**config.mk**
```make
export PLATFORM = sky130hd
export DESIGN_NAME = mac_weight_loader
export DESIGN_NICKNAME = d
export VERILOG_FILES = /design/src/rtl/mac_array_pkg.sv /design/src/rtl/mac_weight_loader.sv
export SDC_FILE = /design/constraint.sdc
export NUM_CORES = 1
export LEC_CHECK = 0
export ABC_AREA = 1
export BUFFER_PORTS_ARGS = -buffer_cell sky130_fd_sc_hd__buf_2
export CAP_MARGIN = 15
export CORE_UTILIZATION = 54
export CTS_CLUSTER_DIAMETER = 150
export DETAILED_ROUTE_END_ITERATION = 12
export PLACE_DENSITY = 0.91
export SLEW_MARGIN = 20
export SYNTH_ARGS = -nofsm -noshare
export SYNTH_HDL_FRONTEND = slang
export SYNTH_SLANG_ARGS = --single-unit
```
**constraint.sdc**
```tcl
create_clock -name clk -period 2.65 [get_ports clk]
set_clock_uncertainty 0.2 [all_clocks]
set_input_delay 0.265 -clock clk [delete_from_list [all_inputs] [get_ports clk]]
set_output_delay 0.265 -clock clk [all_outputs]
set_load 0.01 [all_outputs]
```
**src/rtl/mac_array_pkg.sv**
```systemverilog
// Shared MAC-array definitions: default geometry and the weight-loader state encoding.
package mac_array_pkg;

    localparam int unsigned ROW_NUM_DEF           = 16;
    localparam int unsigned WEIGHT_WIDTH_DEF      = 8;
    localparam int unsigned BUFFER_ADDR_WIDTH_DEF = 15;

    typedef enum logic [2:0] {
        ST_IDLE     = 3'd0,
        ST_FETCH    = 3'd1,
        ST_DRAIN    = 3'd2,
        ST_WAIT_SET = 3'd3,
        ST_SET      = 3'd4
    } loader_state_e;

endpackage

```
**src/rtl/mac_weight_loader.sv**
```systemverilog
// Column weight loader: reads ROW_NUM weight pairs, shifts them down the chain, then pulses set_weight.
// Optional MAC_WEIGHT_LOADER_ZERO_PAD_EN adds i_valid_rows; rows at or above it load zero pairs.
module mac_weight_loader
    import mac_array_pkg::*;
#(
    parameter int unsigned ROW_NUM           = ROW_NUM_DEF,
    parameter int unsigned WEIGHT_WIDTH      = WEIGHT_WIDTH_DEF,
    parameter int unsigned BUFFER_ADDR_WIDTH = BUFFER_ADDR_WIDTH_DEF
) (
    input  logic                           clk,
    input  logic                           rst_n,
    input  logic                           i_start,
    input  logic [BUFFER_ADDR_WIDTH-1:0]   i_base_addr,
    input  logic                           i_set_allow,
`ifdef MAC_WEIGHT_LOADER_ZERO_PAD_EN
    input  logic [$clog2(ROW_NUM):0]       i_valid_rows,
`endif
    output logic                           o_busy,
    output logic                           o_done,
    output logic                           o_buf_rd_en,
    output logic [BUFFER_ADDR_WIDTH-1:0]   o_buf_rd_addr,
    input  logic [2*WEIGHT_WIDTH-1:0]      i_buf_rd_data,
    output logic                           o_prepare_weight,
    output logic [WEIGHT_WIDTH-1:0]        o_load_weight_data_0,
    output logic [WEIGHT_WIDTH-1:0]        o_load_weight_data_1,
    output logic                           o_set_weight
);

    localparam int unsigned CNT_W = $clog2(ROW_NUM);
    localparam int unsigned AW    = BUFFER_ADDR_WIDTH;
    localparam int unsigned WW    = WEIGHT_WIDTH;

    loader_state_e  state_q, state_d;
    logic [CNT_W-1:0] cnt_q, cnt_d;
    logic [AW-1:0]  addr_q, addr_d;
    logic           rd_en_q, rd_en_d;
    logic           prep_q, prep_d;
    logic           busy_q, busy_d;
    logic           set_q, set_d;
    logic [CNT_W-1:0] row_nxt;
    logic           pass_en;

`ifdef MAC_WEIGHT_LOADER_ZERO_PAD_EN
    localparam int unsigned VR_W = CNT_W + 1;
    logic [VR_W-1:0] valid_q, valid_d;
    logic [VR_W-1:0] valid_clamp;
    logic            slot_q, slot_d;
    logic            zero_q, zero_d;
`endif

    // Next-state, counter and address computation
    always_comb begin
        state_d = state_q;
        cnt_d   = cnt_q;
        addr_d  = addr_q;
        rd_en_d = 1'b0;
        set_d   = 1'b0;
        row_nxt = cnt_q - CNT_W'(1);
`ifdef MAC_WEIGHT_LOADER_ZERO_PAD_EN
        valid_d     = valid_q;
        slot_d      = 1'b0;
        valid_clamp = (i_valid_rows > VR_W'(ROW_NUM)) ? VR_W'(ROW_NUM) : i_valid_rows;
`endif
        unique case (state_q)
            ST_IDLE: begin
                if (i_start) begin
                    state_d = ST_FETCH;
                    cnt_d   = CNT_W'(ROW_NUM - 1);
`ifdef MAC_WEIGHT_LOADER_ZERO_PAD_EN
                    // Reads cover only the valid rows, starting from the highest one
                    slot_d  = 1'b1;
                    valid_d = i_valid_rows;
                    addr_d  = i_base_addr + AW'(valid_clamp) - AW'(1);
                    rd_en_d = VR_W'(ROW_NUM - 1) < i_valid_rows;
`else
                    addr_d  = i_base_addr + AW'(ROW_NUM - 1);
                    rd_en_d = 1'b1;
`endif
                end
            end
            ST_FETCH: begin
                if (rd_en_q && (cnt_q != '0)) begin
                    addr_d = addr_q - AW'(1);
                end
                if (cnt_q == '0) begin
                    state_d = ST_DRAIN;
                end else begin
                    cnt_d   = row_nxt;
`ifdef MAC_WEIGHT_LOADER_ZERO_PAD_EN
                    slot_d  = 1'b1;
                    rd_en_d = VR_W'(row_nxt) < valid_q;
`else
                    rd_en_d = 1'b1;
`endif
                end
            end
            ST_DRAIN: begin
                state_d = ST_WAIT_SET;
            end
            ST_WAIT_SET: begin
                if (i_set_allow) begin
                    state_d = ST_SET;
                    set_d   = 1'b1;
                end
            end
            ST_SET: begin
                state_d = ST_IDLE;
            end
            default: begin
                state_d = ST_IDLE;
            end
        endcase
        busy_d = (state_d != ST_IDLE);
`ifdef MAC_WEIGHT_LOADER_ZERO_PAD_EN
        prep_d = slot_q;
        zero_d = slot_q & ~rd_en_q;
`else
        prep_d = rd_en_q;
`endif
    end

    always_ff @(posedge clk or negedge rst_n) begin
        if (!rst_n) begin
            state_q <= ST_IDLE;
            cnt_q   <= '0;
            addr_q  <= '0;
            rd_en_q <= 1'b0;
            prep_q  <= 1'b0;
            busy_q  <= 1'b0;
            set_q   <= 1'b0;
`ifdef MAC_WEIGHT_LOADER_ZERO_PAD_EN
            valid_q <= '0;
            slot_q  <= 1'b0;
            zero_q  <= 1'b0;
`endif
        end else begin
            state_q <= state_d;
            cnt_q   <= cnt_d;
            addr_q  <= addr_d;
            rd_en_q <= rd_en_d;
            prep_q  <= prep_d;
            busy_q  <= busy_d;
            set_q   <= set_d;
`ifdef MAC_WEIGHT_LOADER_ZERO_PAD_EN
            valid_q <= valid_d;
            slot_q  <= slot_d;
            zero_q  <= zero_d;
`endif
        end
    end

    // Buffer data flows straight to the chain head only during real read slots
`ifdef MAC_WEIGHT_LOADER_ZERO_PAD_EN
    assign pass_en = prep_q & ~zero_q;
`else
    assign pass_en = prep_q;
`endif

    assign o_busy               = busy_q;
    assign o_done               = set_q;
    assign o_set_weight         = set_q;
    assign o_buf_rd_en          = rd_en_q;
    assign o_buf_rd_addr        = addr_q;
    assign o_prepare_weight     = prep_q;
    assign o_load_weight_data_0 = pass_en ? i_buf_rd_data[WW-1:0]    : '0;
    assign o_load_weight_data_1 = pass_en ? i_buf_rd_data[2*WW-1:WW] : '0;

endmodule
```
## Yosys cells after proc, flatten, opt, wreduce, memory -nomap -nowiden

Cells that the tools add are included.

| cells by class | value |
|---|---|
| add/subtract/negate cells | 3 |
| mux-type cells | 17 |
| equality and inequality tests | 6 |
| reductions and logical operators | 8 |

Operator list:

| operator | count |
|---|---|
| two-way mux 15 bit | 2 |
| one-hot mux 15 bit (2 select lines) | 1 |
| two-way mux 8 bit | 2 |
| adder 15 x 4 -> 15 bit, second input constant | 1 |
| subtractor 15 x 1 -> 15 bit, second input constant | 1 |
| one-hot mux 3 bit (4 select lines) | 1 |
| two-way mux 3 bit | 3 |
| two-way mux 4 bit | 2 |
| one-hot mux 4 bit (2 select lines) | 1 |
| equality test 3 x 2 -> 1 bit, second input constant | 2 |
| inequality test 2 bit, second input constant | 3 |
| AND reduction 3 bit | 2 |
| zero test 4 bit | 1 |
| two-way mux 1 bit | 4 |
| nonzero test 4 bit | 1 |
| subtractor 4 x 1 -> 4 bit, second input constant | 1 |
| equality test 3 x 1 -> 1 bit, second input constant | 1 |
| zero test 3 bit | 1 |
| nonzero test 3 bit | 1 |
| one-hot mux 1 bit (2 select lines) | 1 |
| nonzero test 2 bit | 1 |
| logical AND 1 bit | 1 |

| storage, ports and cells | value |
|---|---|
| output and inout bits | 36 |
| bits in registers | 26 |

## Logic depth before layout (Yosys ltp)

Gate-level depths: netlist (run 1).

| logic depth | value |
|---|---|
| word-level depth | 4 |
| gate-level depth with buffers | 11 |
| mapped depth without buffers | 11 |

## Worst setup path after synthesis (run 1)

No wires, ideal clock.

| timing path | value |
|---|---|
| path type | flip-flop to flip-flop |
| start point | reg cnt_q[0] |
| end point | reg addr_q[12], in the netlist o_buf_rd_addr[12] |
| buffers on the path | 1 |
| arrival time | 1.317 ns |
| stages on the path, launching flop included | 11 |
| path slack | 1.007 ns |
| clock period less this slack | 1.643 ns |
| required time | 2.324 ns |
| cells stage by stage | dfrtp_1 inv_1 ha_1 nand2_1 nor2_2 nand2_1 nand2_4 nor2_8 buf_8 nand3_1 o21ai_0 |

| between the ends | value |
|---|---|
| longest elaborated chain between the ends | 4 |

RTL lines:

| element | line | text |
|---|---|---|
| start, declared | mac_weight_loader.sv:34 | `logic [CNT_W-1:0] cnt_q, cnt_d;` |
| start signal, assigned | mac_weight_loader.sv:138 | `cnt_q <= cnt_d;` |
| nonzero test 4 bit | mac_weight_loader.sv:82 | `if (rd_en_q && (cnt_q != '0)) begin` |
| logical AND 1 bit | mac_weight_loader.sv:82 |  |
| inequality test 2 bit (no line) | n/a |  |
| AND reduction 3 bit (no line) | n/a |  |
| end signal, assigned | mac_weight_loader.sv:139 | `addr_q <= addr_d;` |
| end, declared | mac_weight_loader.sv:35 | `logic [AW-1:0] addr_q, addr_d;` |

Every way passes these cells.
A chain may end at the register's enable or synchronous reset.

## Final worst setup path (run 1)

| timing path | value |
|---|---|
| start point | reg addr_q[0], in the netlist o_buf_rd_addr[0] |
| end point | reg addr_q[8], in the netlist o_buf_rd_addr[8] |

| between the ends | value |
|---|---|
| longest elaborated chain between the ends | 3 |

RTL lines:

| element | line | text |
|---|---|---|
| subtractor 15 x 1 -> 15 bit | mac_weight_loader.sv:83 | `addr_d = addr_q - AW'(1);` |
| two-way mux 15 bit | mac_weight_loader.sv:82 |  |
| one-hot mux 15 bit (2 select lines) | mac_weight_loader.sv:64 | `unique case (state_q)` |

Every way passes these cells. The select of a mux whose other input is x is not followed.

==> report_table.html, run 1 <==
<table>
<tr><th>Metric</th><th>Value</th></tr>
<tr><th colspan="2">Run status</th></tr>
<tr><td>Status</td><td>complete, no violations</td></tr>
<tr><th colspan="2">Timing</th></tr>
<tr><td>Setup tns final</td><td>0 ns</td></tr>
<tr><td>Setup repair after global routing missed its margin</td><td>false</td></tr>
<tr><td>Highest clock frequency the design can meet</td><td>522 MHz</td></tr>
<tr><td>Count of final hold-check violations</td><td>0</td></tr>
<tr><td>Worst slew pin tran</td><td>0.589 ns</td></tr>
<tr><td>Number of setup violations in the final report</td><td>0</td></tr>
<tr><td>Hold_ws</td><td>0.0582 ns</td></tr>
<tr><td>Share of the cycle needed by the critical path after routing</td><td>72.3%</td></tr>
<tr><td>Slew Limit Fails</td><td>0</td></tr>
<tr><td>Post-layout minimum cycle time</td><td>1.92 ns</td></tr>
<tr><td>Headroom to the max-slew limit</td><td>60.7%</td></tr>
<tr><th colspan="2">Routing</th></tr>
<tr><td>Total wire length after detailed routing</td><td>5420 um</td></tr>
<tr><td>Length of routed wiring on met1</td><td>2250 um</td></tr>
<tr><td>Top metal layer carrying routed signals</td><td>met4</td></tr>
<tr><td>Number of vias per cell after detailed routing</td><td>5.28</td></tr>
<tr><td>Violation count after the first detailed-route iteration</td><td>101</td></tr>
<tr><td>Number of vias after detailed routing</td><td>2291</td></tr>
<tr><td>Wire length per cell after detailed routing</td><td>12.5 um</td></tr>
<tr><td>Routed wire length on met3</td><td>423 um</td></tr>
<tr><td>Remaining antenna violation count after routing</td><td>0</td></tr>
<tr><td>Drt first pass iters</td><td>6</td></tr>
<tr><td>Detailed-routed wire length on met2</td><td>2610 um</td></tr>
<tr><td>DRC violation count after routing</td><td>0</td></tr>
<tr><th colspan="2">Synthesis</th></tr>
<tr><td>Dominant combinational cell family by area after synthesis</td><td>simple AND/OR/NAND/NOR gates</td></tr>
<tr><td>Cell taking the most area after synthesis</td><td>sky130_fd_sc_hd__dfrtp_1</td></tr>
<tr><td>Flip-flop and latch count after synthesis</td><td>26</td></tr>
<tr><td>Predominant post-synthesis flop cell</td><td>sky130_fd_sc_hd__dfrtp_1</td></tr>
<tr><td>Most area-consuming cells after synthesis</td><td>sky130_fd_sc_hd__dfrtp_1 (32%), sky130_fd_sc_hd__nand2_1 (21%), sky130_fd_sc_hd__inv_1 (9.3%), sky130_fd_sc_hd__nand3_1 (7.0%), sky130_fd_sc_hd__nor2_1 (6.9%)</td></tr>
<tr><td>Count leader, synth</td><td>sky130_fd_sc_hd__nand2_1</td></tr>
<tr><td>Share of the synthesized area in the top cell type</td><td>32.4%</td></tr>
<tr><td>Synthesized-area fraction occupied by adder cells</td><td>1.87%</td></tr>
<tr><td>Mapped Cells</td><td>320</td></tr>
<tr><td>Average footprint of a synthesized cell</td><td>6.28 um2</td></tr>
<tr><td>Most numerous cell types in the synthesized netlist</td><td>sky130_fd_sc_hd__nand2_1 (111), sky130_fd_sc_hd__inv_1 (50), sky130_fd_sc_hd__nor2_1 (37), sky130_fd_sc_hd__nand3_1 (28), sky130_fd_sc_hd__dfrtp_1 (26)</td></tr>
<tr><td>Synth warnings</td><td>0</td></tr>
<tr><td>Compound-Gate Fraction of Synth Area</td><td>9.47%</td></tr>
<tr><td>Share of flip-flops with an asynchronous set or reset</td><td>100%</td></tr>
<tr><td>XOR/XNOR share of the synthesized area</td><td>2.62%</td></tr>
<tr><td>Mapped Area</td><td>0.00201 mm2</td></tr>
<tr><td>Syn nets</td><td>358</td></tr>
<tr><td>Share of synthesized area spent on multiplexers</td><td>0%</td></tr>
<tr><td>Library cells used by synthesis</td><td>33</td></tr>
<tr><td>Sequential-to-total area share from yosys stat</td><td>32.4%</td></tr>
<tr><td>Number of flops mapped to enable cells by yosys</td><td>0</td></tr>
<tr><td>Area fraction in and, or, nand and nor cells after synthesis</td><td>41.4%</td></tr>
<tr><th colspan="2">Pwr</th></tr>
<tr><td>Power density over cell area</td><td>1220 mW/mm2</td></tr>
<tr><td>Leakage</td><td>1.44 nW</td></tr>
<tr><td>Highest ir drop seen on vdd</td><td>0.812 mV</td></tr>
<tr><th colspan="2">Setup path</th></tr>
<tr><td>Kind of end point of the critical path</td><td>flop</td></tr>
<tr><td>Req. time, crit path</td><td>2.61 ns</td></tr>
<tr><td>Arrival @ worst endpoint</td><td>1.88 ns</td></tr>
<tr><td>Type of origin of the critical path</td><td>flop</td></tr>
<tr><td>R2R depth</td><td>9</td></tr>
<tr><td>Critical path start-end classification</td><td>reg -&gt; reg</td></tr>
<tr><td>Crit path max fanout</td><td>5</td></tr>
<tr><th colspan="2">Clock network</th></tr>
<tr><td>Worst-skew pair later-pin latency</td><td>0.28 ns</td></tr>
<tr><td>Buffer count from post-CTS setup fixing</td><td>0</td></tr>
<tr><td>Number of buffers inserted during clock tree synthesis</td><td>3</td></tr>
<tr><td>Clk sink count</td><td>26</td></tr>
<tr><td>Number of buffers on the longest clock path</td><td>2</td></tr>
<tr><td>Root buffer cell</td><td>sky130_fd_sc_hd__clkbuf_8</td></tr>
<tr><td>CTS tree</td><td>done</td></tr>
<tr><td>Number of H-tree branching levels</td><td>1</td></tr>
<tr><td>Clock slew seen by the registers of the worst setup and hold paths</td><td>0.10 ns</td></tr>
<tr><th colspan="2">Die</th></tr>
<tr><td>Std-Cell Core Area</td><td>0.00344 mm2</td></tr>
<tr><td>Horizontal die dimension</td><td>63.0 um</td></tr>
<tr><td>Std-Cell Rows</td><td>21</td></tr>
<tr><td>Height of the chip</td><td>63.0 um</td></tr>
<tr><td>Count of pins on the block boundary</td><td>71</td></tr>
<tr><td>Initial standard-cell utilization of the core</td><td>58.3%</td></tr>
<tr><td>Area of the die</td><td>0.00397 mm2</td></tr>
<tr><th colspan="2">Cells and area</th></tr>
<tr><td>Filler cells</td><td>295</td></tr>
<tr><td>Diode insertion count for antenna repair</td><td>0</td></tr>
<tr><td>Final Util</td><td>71.2%</td></tr>
<tr><td>Non-Filler Instances</td><td>434</td></tr>
<tr><td>Fraction of final layout cells with drive strength greater than 1</td><td>22.9%</td></tr>
<tr><td>Multi-input gate area</td><td>0.00111 mm2</td></tr>
<tr><td>Number of nets at the end of the flow</td><td>427</td></tr>
<tr><td>Sequential cell area in the final layout</td><td>651 um2</td></tr>
<tr><td>Synth-to-layout area growth</td><td>22.1%</td></tr>
<tr><th colspan="2">Global route</th></tr>
<tr><td>Pin count of the biggest net entering global routing</td><td>27</td></tr>
<tr><td>Initial antenna violation count</td><td>0</td></tr>
<tr><td>Total overflow reported by the global router</td><td>0</td></tr>
<tr><td>Vias in the first global route</td><td>2185</td></tr>
<tr><td>Wire length of the first global-routing pass</td><td>9170 um</td></tr>
<tr><td>Aggregate global-route resource usage</td><td>29.2%</td></tr>
<tr><th colspan="2">Placed design</th></tr>
<tr><td>I/O Buffers</td><td>70</td></tr>
<tr><td>Final Wtd Congestion</td><td>0.911</td></tr>
<tr><td>Dpl cells</td><td>429</td></tr>
<tr><td>Placed wire-length estimate</td><td>4000 um</td></tr>
<tr><th colspan="2">Hold path</th></tr>
<tr><td>Class of the worst hold path</td><td>in -&gt; reg</td></tr>
<tr><td>Number of instances on the worst hold path</td><td>3</td></tr>
<tr><th colspan="2">Flow run</th></tr>
<tr><td>Number of violations of the max-capacitance limit</td><td>0</td></tr>
</table>
==> worst max-delay path, cell delays in order (launching register included) <==
cell and delay, ns:
sky130_fd_sc_hd__dfrtp_1 0.40, sky130_fd_sc_hd__inv_1 0.11, sky130_fd_sc_hd__ha_1 0.20, sky130_fd_sc_hd__nand2_1 0.15, sky130_fd_sc_hd__nor2_1 0.30, sky130_fd_sc_hd__nand3_1 0.13
sky130_fd_sc_hd__nand2_1 0.09, sky130_fd_sc_hd__nand3_1 0.06, sky130_fd_sc_hd__nand3_1 0.09, sky130_fd_sc_hd__o21ai_1 0.06
==> timing repair <==
item                                    CTS  global route
endpoints found under the hold margin    26             0
endpoints found under the setup margin    0             0
hold buffers                              1             0
resized for setup                         0             0
==> through the flow <==
stage	setup slack, ns	instance area, um2	power [W]
after floorplan	1.01	2010	0.00216
after global placement	0.861	2370	0.00252
after detailed placement	0.773	2370	0.00261
after CTS	0.752	2450	0.00297
after global routing	0.503	2450	0.00325
final	0.734	2450	0.00299
==> cell families (layout without fill, tap and decap cells) <==
logic type               after synthesis  count (layout)
AND/OR/NAND/NOR                      194             194
buffers and inverters                 59             127
AO/OA/AOI/OAI                         32              32
XOR/XNOR                               6               6
flip-flops                            26              26
adder cells (fa/ha/maj)                3               3
==> registers in the layout (all words and copies together), names as in the netlist <==
register          count
o_buf_rd_addr        15
o_prepare_weight      1
state_q               3
o_buf_rd_en           1
o_busy                1
o_done                1
cnt_q                 4
==> per-layer routing <==
layer | GRT usage (%) | up-vias
met4 | 16.3 | 0
met5 | 0 | -
met2 | 52.0 | 128
li1 | - | 1121
met3 | 4.56 | 21
met1 | 32.6 | 1021
==> path summary, 6_finish.rpt <==
kind / end / start / slack [ns]
min: state_q[2]$_DFF_PN0_ / i_set_allow / 0.06
min reg2reg: o_prepare_weight$_DFF_PN0_ / o_buf_rd_en$_DFF_PN0_ / 0.22
max: o_buf_rd_addr[8]$_DFFE_PN0P_ / o_buf_rd_addr[0]$_DFFE_PN0P_ / 0.73
min in group asynchronous: cnt_q[0]$_DFFE_PN0P_ / rst_n / 0.31
max in group asynchronous: o_buf_rd_addr[13]$_DFFE_PN0P_ / rst_n / 1.55
max reg2reg: o_buf_rd_addr[8]$_DFFE_PN0P_ / o_buf_rd_addr[0]$_DFFE_PN0P_ / 0.73
==> power breakdown <==
group	switching [W]	leakage [nW]	internal (W)	total (W)
clock	0.000135	0.0357	0.000202	0.000337
combinational	0.00118	1.10	0.000662	0.00184
sequential	0.000210	0.306	0.000601	0.000811
total	0.00152	1.44	0.00147	0.00299
==> cells in the final DEF (no fill, tap or decap) <==
cell and instances:
sky130_fd_sc_hd__a21oi_1 8, sky130_fd_sc_hd__a21oi_2 1, sky130_fd_sc_hd__a31oi_1 1, sky130_fd_sc_hd__and2_1 1
sky130_fd_sc_hd__buf_2 70, sky130_fd_sc_hd__buf_4 1, sky130_fd_sc_hd__bufinv_16 1, sky130_fd_sc_hd__clkbuf_8 3
sky130_fd_sc_hd__dfrtp_1 26, sky130_fd_sc_hd__dlygate4sd3_1 1, sky130_fd_sc_hd__ha_1 3, sky130_fd_sc_hd__inv_1 50
sky130_fd_sc_hd__inv_2 1, sky130_fd_sc_hd__nand2_1 111, sky130_fd_sc_hd__nand2_2 1, sky130_fd_sc_hd__nand2_4 1
sky130_fd_sc_hd__nand3_1 28, sky130_fd_sc_hd__nand3_2 1, sky130_fd_sc_hd__nand3b_1 2, sky130_fd_sc_hd__nand4_1 3
sky130_fd_sc_hd__nor2_1 37, sky130_fd_sc_hd__nor2_2 4, sky130_fd_sc_hd__nor2_8 1, sky130_fd_sc_hd__nor3_1 2
sky130_fd_sc_hd__nor3b_1 1, sky130_fd_sc_hd__o21ai_0 13, sky130_fd_sc_hd__o21ai_1 4, sky130_fd_sc_hd__o21ai_2 2
sky130_fd_sc_hd__o21bai_1 1, sky130_fd_sc_hd__o22ai_2 2, sky130_fd_sc_hd__or2_1 1, sky130_fd_sc_hd__xnor2_1 1
sky130_fd_sc_hd__xor2_1 5
==> cell type report <==
class                      instances  area share (%)
clock buffer                       3            1.68
multi-input combinational        235            45.4
timing repair buffer              72            15.0
clock inverter                     1            1.23
inverter                          51            7.81
tap                               46            2.35
sequential                        26            26.5
Power figures use the tool's default switching activity.
==> inputs of run 2 (changes only) <==
- ABC_AREA: 1 -> 0
- CORE_UTILIZATION: 54 -> 44
- PLACE_DENSITY: 0.91 -> 0.81
- clock period: 2.65 -> 1.67 ns (I/O delays scaled with it)
==> run 2 against run 1 <==
Effect of this change:
- the flow now finishes with violations (negative setup slack)
- global-route usage is 4.3 points lower
- register-to-register slack worse by 1.0 ns
- non-clock buffer count is 54 higher
- setup slack worse by 1.0 ns
- critical endpoint is now o_buf_rd_addr[7]$_DFFE_PN0P_
==> report_table.html, run 2 <==
<table>
<tr><th>Metric</th><th>Value</th></tr>
<tr><th colspan="2">Setup path</th></tr>
<tr><td>Kind of end point of the critical path</td><td>flop</td></tr>
<tr><td>Type of origin of the critical path</td><td>flop</td></tr>
<tr><td>Arrival @ worst endpoint</td><td>1.94 ns</td></tr>
<tr><td>Setup slack on the worst flop-to-flop path</td><td>-0.30 ns</td></tr>
<tr><td>Req. time, crit path</td><td>1.65 ns</td></tr>
<tr><td>Crit path max fanout</td><td>6</td></tr>
<tr><td>Critical path start-end classification</td><td>reg -&gt; reg</td></tr>
<tr><th colspan="2">Timing</th></tr>
<tr><td>Post-layout minimum cycle time</td><td>1.97 ns</td></tr>
<tr><td>Setup tns final</td><td>-4.38 ns</td></tr>
<tr><td>Number of setup violations in the final report</td><td>20</td></tr>
<tr><td>Count of final hold-check violations</td><td>0</td></tr>
<tr><td>Worst slew pin tran</td><td>0.590 ns</td></tr>
<tr><td>Headroom to the max-slew limit</td><td>60.6%</td></tr>
<tr><td>Share of the cycle needed by the critical path after routing</td><td>118%</td></tr>
<tr><td>Final WS setup</td><td>-0.297 ns</td></tr>
<tr><td>Highest clock frequency the design can meet</td><td>508 MHz</td></tr>
<tr><td>Slew Limit Fails</td><td>0</td></tr>
<tr><td>Setup repair after global routing missed its margin</td><td>true</td></tr>
<tr><td>Hold_ws</td><td>0.00926 ns</td></tr>
<tr><th colspan="2">Synthesis</th></tr>
<tr><td>Predominant post-synthesis flop cell</td><td>sky130_fd_sc_hd__dfrtp_1</td></tr>
<tr><td>Most numerous cell types in the synthesized netlist</td><td>sky130_fd_sc_hd__dfrtp_1 (26), sky130_fd_sc_hd__and2_1 (18), sky130_fd_sc_hd__nor2_1 (17), sky130_fd_sc_hd__o21ai_0 (16), sky130_fd_sc_hd__a21oi_1 (12)</td></tr>
<tr><td>Cell taking the most area after synthesis</td><td>sky130_fd_sc_hd__dfrtp_1</td></tr>
<tr><td>Average footprint of a synthesized cell</td><td>8.81 um2</td></tr>
<tr><td>Library cells used by synthesis</td><td>52</td></tr>
<tr><td>Most area-consuming cells after synthesis</td><td>sky130_fd_sc_hd__dfrtp_1 (35%), sky130_fd_sc_hd__and2_1 (6.0%), sky130_fd_sc_hd__o21ai_0 (4.3%), sky130_fd_sc_hd__nor2_1 (3.4%), sky130_fd_sc_hd__xnor2_1 (3.3%)</td></tr>
<tr><td>Flip-flop and latch count after synthesis</td><td>26</td></tr>
<tr><td>Share of flip-flops with an asynchronous set or reset</td><td>100%</td></tr>
<tr><td>Number of flops mapped to enable cells by yosys</td><td>0</td></tr>
<tr><td>Synth warnings</td><td>0</td></tr>
<tr><td>Mapped Area</td><td>0.00187 mm2</td></tr>
<tr><td>Syn nets</td><td>250</td></tr>
<tr><td>Sequential-to-total area share from yosys stat</td><td>34.9%</td></tr>
<tr><td>Mapped Cells</td><td>212</td></tr>
<tr><td>Count leader, synth</td><td>sky130_fd_sc_hd__dfrtp_1</td></tr>
<tr><td>Share of the synthesized area in the top cell type</td><td>34.9%</td></tr>
<tr><th colspan="2">Routing</th></tr>
<tr><td>Total wire length after detailed routing</td><td>5690 um</td></tr>
<tr><td>Remaining antenna violation count after routing</td><td>0</td></tr>
<tr><td>Number of vias after detailed routing</td><td>2162</td></tr>
<tr><td>Drt first pass iters</td><td>4</td></tr>
<tr><td>Violation count after the first detailed-route iteration</td><td>96</td></tr>
<tr><td>DRC violation count after routing</td><td>0</td></tr>
<tr><td>Number of vias per cell after detailed routing</td><td>5.66</td></tr>
<tr><td>Wire length per cell after detailed routing</td><td>14.9 um</td></tr>
<tr><th colspan="2">Cells and area</th></tr>
<tr><td>Fraction of final layout cells with drive strength greater than 1</td><td>47.3%</td></tr>
<tr><td>Most common library cell in the layout ignoring fill and taps</td><td>sky130_fd_sc_hd__buf_2</td></tr>
<tr><td>Synth-to-layout area growth</td><td>51.8%</td></tr>
<tr><td>Most used cells in the layout excluding fill and tap cells</td><td>sky130_fd_sc_hd__buf_2 (70), sky130_fd_sc_hd__buf_4 (49), sky130_fd_sc_hd__dfrtp_1 (25)</td></tr>
<tr><td>Number of nets at the end of the flow</td><td>371</td></tr>
<tr><td>Multi-input gate area</td><td>0.00120 mm2</td></tr>
<tr><td>Number of flip-flops under the largest register name</td><td>15</td></tr>
<tr><td>Sequential cell area in the final layout</td><td>652 um2</td></tr>
<tr><td>Non-Filler Instances</td><td>382</td></tr>
<tr><td>Filler cells</td><td>320</td></tr>
<tr><td>Diode insertion count for antenna repair</td><td>0</td></tr>
<tr><th colspan="2">Clock network</th></tr>
<tr><td>CTS tree</td><td>done</td></tr>
<tr><td>Root buffer cell</td><td>sky130_fd_sc_hd__clkbuf_8</td></tr>
<tr><td>Number of buffers inserted during clock tree synthesis</td><td>3</td></tr>
<tr><td>Clk sink count</td><td>26</td></tr>
<tr><td>Number of buffers on the longest clock path</td><td>2</td></tr>
<tr><td>Clock slew seen by the registers of the worst setup and hold paths</td><td>0.09 ns</td></tr>
<tr><td>Number of H-tree branching levels</td><td>1</td></tr>
<tr><td>Worst-skew pair later-pin latency</td><td>0.28 ns</td></tr>
<tr><th colspan="2">Die</th></tr>
<tr><td>Initial standard-cell utilization of the core</td><td>46.3%</td></tr>
<tr><td>Std-Cell Rows</td><td>23</td></tr>
<tr><td>Area of the die</td><td>0.00451 mm2</td></tr>
<tr><td>Std-Cell Core Area</td><td>0.00403 mm2</td></tr>
<tr><td>Height of the chip</td><td>67.1 um</td></tr>
<tr><td>Count of pins on the block boundary</td><td>71</td></tr>
<tr><td>Horizontal die dimension</td><td>67.1 um</td></tr>
<tr><th colspan="2">Placed design</th></tr>
<tr><td>Final Wtd Congestion</td><td>0.879</td></tr>
<tr><td>I/O Buffers</td><td>70</td></tr>
<tr><td>Worst setup timing slack at the placement stage</td><td>-0.414 ns</td></tr>
<tr><td>Placed wire-length estimate</td><td>3960 um</td></tr>
<tr><td>Dpl cells</td><td>368</td></tr>
<tr><th colspan="2">Run status</th></tr>
<tr><td>Violations in the final reports</td><td>negative setup slack</td></tr>
<tr><td>Status</td><td>finished, violations left</td></tr>
<tr><th colspan="2">Pwr</th></tr>
<tr><td>Power density over cell area</td><td>1770 mW/mm2</td></tr>
<tr><td>Leakage</td><td>1.30 nW</td></tr>
<tr><td>Highest ir drop seen on vdd</td><td>0.929 mV</td></tr>
<tr><td>Total power consumption of the routed design</td><td>0.00502 W</td></tr>
<tr><th colspan="2">Global route</th></tr>
<tr><td>Pin count of the biggest net entering global routing</td><td>27</td></tr>
<tr><td>Total overflow reported by the global router</td><td>0</td></tr>
<tr><td>Vias in the first global route</td><td>2054</td></tr>
<tr><td>Wire length of the first global-routing pass</td><td>8480 um</td></tr>
<tr><td>Aggregate global-route resource usage</td><td>24.9%</td></tr>
<tr><td>Initial antenna violation count</td><td>0</td></tr>
<tr><th colspan="2">Flow run</th></tr>
<tr><td>Number of violations of the max-capacitance limit</td><td>0</td></tr>
<tr><th colspan="2">Hold path</th></tr>
<tr><td>Class of the worst hold path</td><td>in -&gt; reg</td></tr>
</table>
-- run 2: worst paths after layout --
kind | start | endpoint | cells past startpoint
max | cnt_q[1]$_DFFE_PN0P_ | o_buf_rd_addr[7]$_DFFE_PN0P_ | 7
min | i_set_allow | o_done$_DFF_PN0_ | 3
max reg2reg | cnt_q[1]$_DFFE_PN0P_ | o_buf_rd_addr[7]$_DFFE_PN0P_ | 7
min reg2reg | o_buf_rd_en$_DFF_PN0_ | o_prepare_weight$_DFF_PN0_ | 0
max in group asynchronous | rst_n | state_q[2]$_DFF_PN0_ | 2
min in group asynchronous | rst_n | o_done$_DFF_PN0_ | 2
-- run 2: worst max-delay path: stages, from the launching register on --
cell and delay, ns:
sky130_fd_sc_hd__dfrtp_1 0.39, sky130_fd_sc_hd__inv_1 0.06, sky130_fd_sc_hd__ha_2 0.17, sky130_fd_sc_hd__or3b_4 0.43
sky130_fd_sc_hd__a21oi_4 0.16, sky130_fd_sc_hd__buf_12 0.14, sky130_fd_sc_hd__nor4_2 0.05, sky130_fd_sc_hd__a221o_1 0.25
-- run 2: cells by family after synthesis --
kind of cell	Yosys count	share of synthesized area, %
DFF	26	34.9
adders and majority gates	3	2.01
buffers and inverters	19	5.29
muxes	3	1.61
and+or+nand+nor	99	32.6
xor gates and xnor gates	11	5.16
AOI/OAI and AO/OA	51	18.5
-- run 2: power breakdown --
part | internal, W | switching, W
Sequential | 0.000907 | 0.000286
Clock | 0.000212 | 0.000208
Combinational | 0.00176 | 0.00165
-- run 2: timing repair --
action                                 in CTS  in global routing
gates cloned                                0                  1
setup buffers                               5                  2
gates resized for setup                    13                 14
endpoints found under the hold margin      27                  0
setup endpoints to repair                  20                 22
hold buffers                                2                  0
pin swaps                                   8                 11
-- run 2: final cells by class --
| class | count | area share, % |
|---|---|---|
| multi-input combinational | 167 | 42.5 |
| inverter | 9 | 1.19 |
| tap | 50 | 2.21 |
| sequential | 26 | 23.0 |
| timing repair buffer | 126 | 29.1 |
| clock buffer | 4 | 1.94 |
-- run 2: routing by layer --
layer	routed length (um)	global-route usage (%)	vias up
met5	0	0	-
met2	2940	47.0	114
met1	2230	26.8	1014
met3	389	2.70	13
li1	-	-	1021
met4	133	13.3	0
-- run 2: metrics by stage --
step           instance area, um2  util (%)
2_1_floorplan                1880         -
3_3_place_gp                 2580      64.1
3_5_place_dp                 2580      64.1
4_1_cts                      2740      68.0
5_1_grt                      2830      70.3
6_report                     2830      70.3
==> inputs of run 3 (changes only) <==
- GPL_TIMING_DRIVEN: not set -> 0
- SKIP_LAST_GASP: not set -> 1
- TNS_END_PERCENT: not set -> 20
==> run 3 against run 2 <==
Effect of this change:
- worst hold slack improved by 0.0049 ns
- final cell count fell by 6.8%
- core utilization decreased by 4.8 points
- register-to-register slack better by 0.02 ns
- the flow still finishes with violations (negative setup slack)
- routed wire length is 12% lower
- total power is 7.9% lower
- largest power group unchanged
- die area stayed put
- combinational power decreased by 18%
==> report_table.html, run 3 (synthesized netlist as in run 2, its figures left out) <==
<table>
<tr><th>Metric</th><th>Value</th></tr>
<tr><th colspan="2">Run status</th></tr>
<tr><td>Status</td><td>finished, violations left</td></tr>
<tr><td>Violations in the final reports</td><td>negative setup slack</td></tr>
<tr><th colspan="2">Clock network</th></tr>
<tr><td>CTS tree</td><td>done</td></tr>
<tr><td>Clk sink count</td><td>26</td></tr>
<tr><td>Worst-skew pair later-pin latency</td><td>0.28 ns</td></tr>
<tr><td>Number of buffers on the longest clock path</td><td>2</td></tr>
<tr><td>Root buffer cell</td><td>sky130_fd_sc_hd__clkbuf_8</td></tr>
<tr><td>Number of buffers inserted during clock tree synthesis</td><td>3</td></tr>
<tr><td>Clock slew seen by the registers of the worst setup and hold paths</td><td>0.10 ns</td></tr>
<tr><td>Number of H-tree branching levels</td><td>1</td></tr>
<tr><th colspan="2">Setup path</th></tr>
<tr><td>Type of origin of the critical path</td><td>flop</td></tr>
<tr><td>Capturing point of the worst reg2reg path</td><td>o_buf_rd_addr[0]$_DFFE_PN0P_</td></tr>
<tr><td>R2R depth</td><td>7</td></tr>
<tr><td>R2r startpoint</td><td>cnt_q[0]$_DFFE_PN0P_</td></tr>
<tr><td>Arrival @ worst endpoint</td><td>1.91 ns</td></tr>
<tr><td>Setup slack on the worst flop-to-flop path</td><td>-0.28 ns</td></tr>
<tr><td>Critical path start-end classification</td><td>reg -&gt; reg</td></tr>
<tr><td>Kind of end point of the critical path</td><td>flop</td></tr>
<tr><td>Req. time, crit path</td><td>1.64 ns</td></tr>
<tr><td>Crit path max fanout</td><td>6</td></tr>
<tr><th colspan="2">Pwr</th></tr>
<tr><td>Leakage</td><td>1.17 nW</td></tr>
<tr><td>Power density over cell area</td><td>1750 mW/mm2</td></tr>
<tr><td>Highest ir drop seen on vdd</td><td>0.843 mV</td></tr>
<tr><td>Total power consumption of the routed design</td><td>0.00462 W</td></tr>
<tr><th colspan="2">Timing</th></tr>
<tr><td>Post-layout minimum cycle time</td><td>1.95 ns</td></tr>
<tr><td>Highest clock frequency the design can meet</td><td>513 MHz</td></tr>
<tr><td>Hold_ws</td><td>0.0142 ns</td></tr>
<tr><td>Final WS setup</td><td>-0.277 ns</td></tr>
<tr><td>Count of final hold-check violations</td><td>0</td></tr>
<tr><td>Slew Limit Fails</td><td>0</td></tr>
<tr><td>Headroom to the max-slew limit</td><td>52.0%</td></tr>
<tr><td>Share of the cycle needed by the critical path after routing</td><td>117%</td></tr>
<tr><td>Number of setup violations in the final report</td><td>22</td></tr>
<tr><td>Worst slew pin tran</td><td>0.718 ns</td></tr>
<tr><td>Setup repair after global routing missed its margin</td><td>true</td></tr>
<tr><th colspan="2">Global route</th></tr>
<tr><td>Total overflow reported by the global router</td><td>0</td></tr>
<tr><td>Aggregate global-route resource usage</td><td>22.0%</td></tr>
<tr><td>Wire length of the first global-routing pass</td><td>7560 um</td></tr>
<tr><td>Vias in the first global route</td><td>1750</td></tr>
<tr><td>Pin count of the biggest net entering global routing</td><td>27</td></tr>
<tr><td>Initial antenna violation count</td><td>0</td></tr>
<tr><th colspan="2">Placed design</th></tr>
<tr><td>I/O Buffers</td><td>70</td></tr>
<tr><td>Final Wtd Congestion</td><td>0.785</td></tr>
<tr><td>Placed wire-length estimate</td><td>3440 um</td></tr>
<tr><th colspan="2">Routing</th></tr>
<tr><td>Number of vias after detailed routing</td><td>2003</td></tr>
<tr><td>DRC violation count after routing</td><td>0</td></tr>
<tr><td>Wire length per cell after detailed routing</td><td>14.0 um</td></tr>
<tr><td>Drt first pass iters</td><td>5</td></tr>
<tr><td>Number of vias per cell after detailed routing</td><td>5.63</td></tr>
<tr><td>Total wire length after detailed routing</td><td>4980 um</td></tr>
<tr><td>Remaining antenna violation count after routing</td><td>0</td></tr>
<tr><td>Violation count after the first detailed-route iteration</td><td>87</td></tr>
<tr><th colspan="2">Cells and area</th></tr>
<tr><td>Number of nets at the end of the flow</td><td>345</td></tr>
<tr><td>Multi-input gate area</td><td>0.00121 mm2</td></tr>
<tr><td>Fraction of final layout cells with drive strength greater than 1</td><td>43.1%</td></tr>
<tr><td>Most common library cell in the layout ignoring fill and taps</td><td>sky130_fd_sc_hd__buf_2</td></tr>
<tr><td>Most used cells in the layout excluding fill and tap cells</td><td>sky130_fd_sc_hd__buf_2 (71), sky130_fd_sc_hd__dfrtp_1 (25), sky130_fd_sc_hd__buf_4 (18), sky130_fd_sc_hd__and2_1 (18), sky130_fd_sc_hd__nor2_1 (17)</td></tr>
<tr><td>Diode insertion count for antenna repair</td><td>0</td></tr>
<tr><td>Filler cells</td><td>333</td></tr>
<tr><td>Synth-to-layout area growth</td><td>41.6%</td></tr>
<tr><td>Sequential cell area in the final layout</td><td>652 um2</td></tr>
<tr><td>Number of flip-flops under the largest register name</td><td>15</td></tr>
<tr><th colspan="2">Flow run</th></tr>
<tr><td>Number of violations of the max-capacitance limit</td><td>0</td></tr>
<tr><th colspan="2">Die</th></tr>
<tr><td>Height of the chip</td><td>67.1 um</td></tr>
<tr><td>Std-Cell Rows</td><td>23</td></tr>
<tr><td>Count of pins on the block boundary</td><td>71</td></tr>
<tr><td>Horizontal die dimension</td><td>67.1 um</td></tr>
<tr><td>Area of the die</td><td>0.00451 mm2</td></tr>
<tr><td>Std-Cell Core Area</td><td>0.00403 mm2</td></tr>
<tr><td>Initial standard-cell utilization of the core</td><td>46.3%</td></tr>
<tr><th colspan="2">Hold path</th></tr>
<tr><td>Class of the worst hold path</td><td>in -&gt; reg</td></tr>
<tr><td>Hold Path Origin</td><td>i_base_addr[13]</td></tr>
<tr><td>Number of instances on the worst hold path</td><td>3</td></tr>
<tr><td>Endpoint, Worst Hold</td><td>o_buf_rd_addr[13]$_DFFE_PN0P_</td></tr>
</table>
## run 3: changes by cell type in the layout (fill, tap and decap cells not counted), moves of 2 or more
cell / previous run / this run
sky130_fd_sc_hd__buf_4: 49 / 18
sky130_fd_sc_hd__o21ai_2: 0 / 2
sky130_fd_sc_hd__inv_2: 2 / 4
sky130_fd_sc_hd__o21ai_1: 6 / 3
sky130_fd_sc_hd__inv_1: 7 / 5
sky130_fd_sc_hd__nor4_2: 4 / 2
sky130_fd_sc_hd__buf_6: 2 / 5
## run 3: through the flow
| step | instances | utilization [%] | worst slack [ns] | setup TNS (ns) | area (um2) |
|---|---|---|---|---|---|
| finish | 356 | 65.6 | -0.277 | -4.33 | 2640 |
| floorplan | 212 | - | -0.305 | -3.48 | 1880 |
| detailed placement | 332 | 56.9 | -0.499 | -7.23 | 2290 |
| CTS | 346 | 61.9 | -0.307 | -5.13 | 2490 |
| global route | 356 | 65.6 | -0.349 | -6.50 | 2640 |
| global placement | 332 | 56.9 | -0.495 | -6.67 | 2290 |
## run 3: critical path, cell delays in order, from the launching register on
cell	delay, ns
sky130_fd_sc_hd__dfrtp_1	0.41
sky130_fd_sc_hd__inv_2	0.07
sky130_fd_sc_hd__ha_4	0.12
sky130_fd_sc_hd__or3b_4	0.42
sky130_fd_sc_hd__a21oi_4	0.27
sky130_fd_sc_hd__buf_6	0.17
sky130_fd_sc_hd__nand2_1	0.05
sky130_fd_sc_hd__o311a_1	0.11
## run 3: worst max-delay path by stage
stage | from | to | slack (ns) | cells past startpoint
2_1_floorplan | cnt_q[0]$_DFFE_PN0P_ | o_buf_rd_addr[0]$_DFFE_PN0P_ | -0.31 | 8
3_3_place_gp | cnt_q[0]$_DFFE_PN0P_ | o_buf_rd_addr[0]$_DFFE_PN0P_ | -0.49 | 8
3_5_place_dp | cnt_q[0]$_DFFE_PN0P_ | o_buf_rd_addr[0]$_DFFE_PN0P_ | -0.50 | 8
4_1_cts | cnt_q[0]$_DFFE_PN0P_ | o_buf_rd_addr[3]$_DFFE_PN0P_ | -0.31 | 8
5_1_grt | cnt_q[0]$_DFFE_PN0P_ | o_buf_rd_addr[7]$_DFFE_PN0P_ | -0.35 | 6
6_report | cnt_q[0]$_DFFE_PN0P_ | o_buf_rd_addr[0]$_DFFE_PN0P_ | -0.28 | 7
## run 3: cell type report
class	count	area share (%)
buffer	8	2.32
clock buffer	3	1.56
clock inverter	1	1.14
inverter	9	1.28
multi-input combinational	167	46.0
sequential	26	24.7
tap	50	2.37
timing repair buffer	92	20.7
## run 3: report_power, final
part	internal (W)	total, W	switching, W
registers	0.000908	0.00127	0.000366
clock network	0.000321	0.000537	0.000216
logic	0.00136	0.00281	0.00145
## run 3: timing repair
action,CTS,global route
endpoints found under the setup margin,22,32
hold endpoints to repair,27,1
resized for setup,15,21
setup buffers,7,11
hold buffers,2,1
pin swaps,5,10
cloned,1,0
## run 3: layer usage
layer  routed length (um)  global-route usage (%)  vias up  share of wire, %
met3                  399                    2.53        6               8.0
met1                 2110                    28.6      918                42
met2                 2430                    38.1      107                49
li1                     -                       -      972                 -
met5                    0                       0        -                 0
met4                   48                    6.38        0              0.96
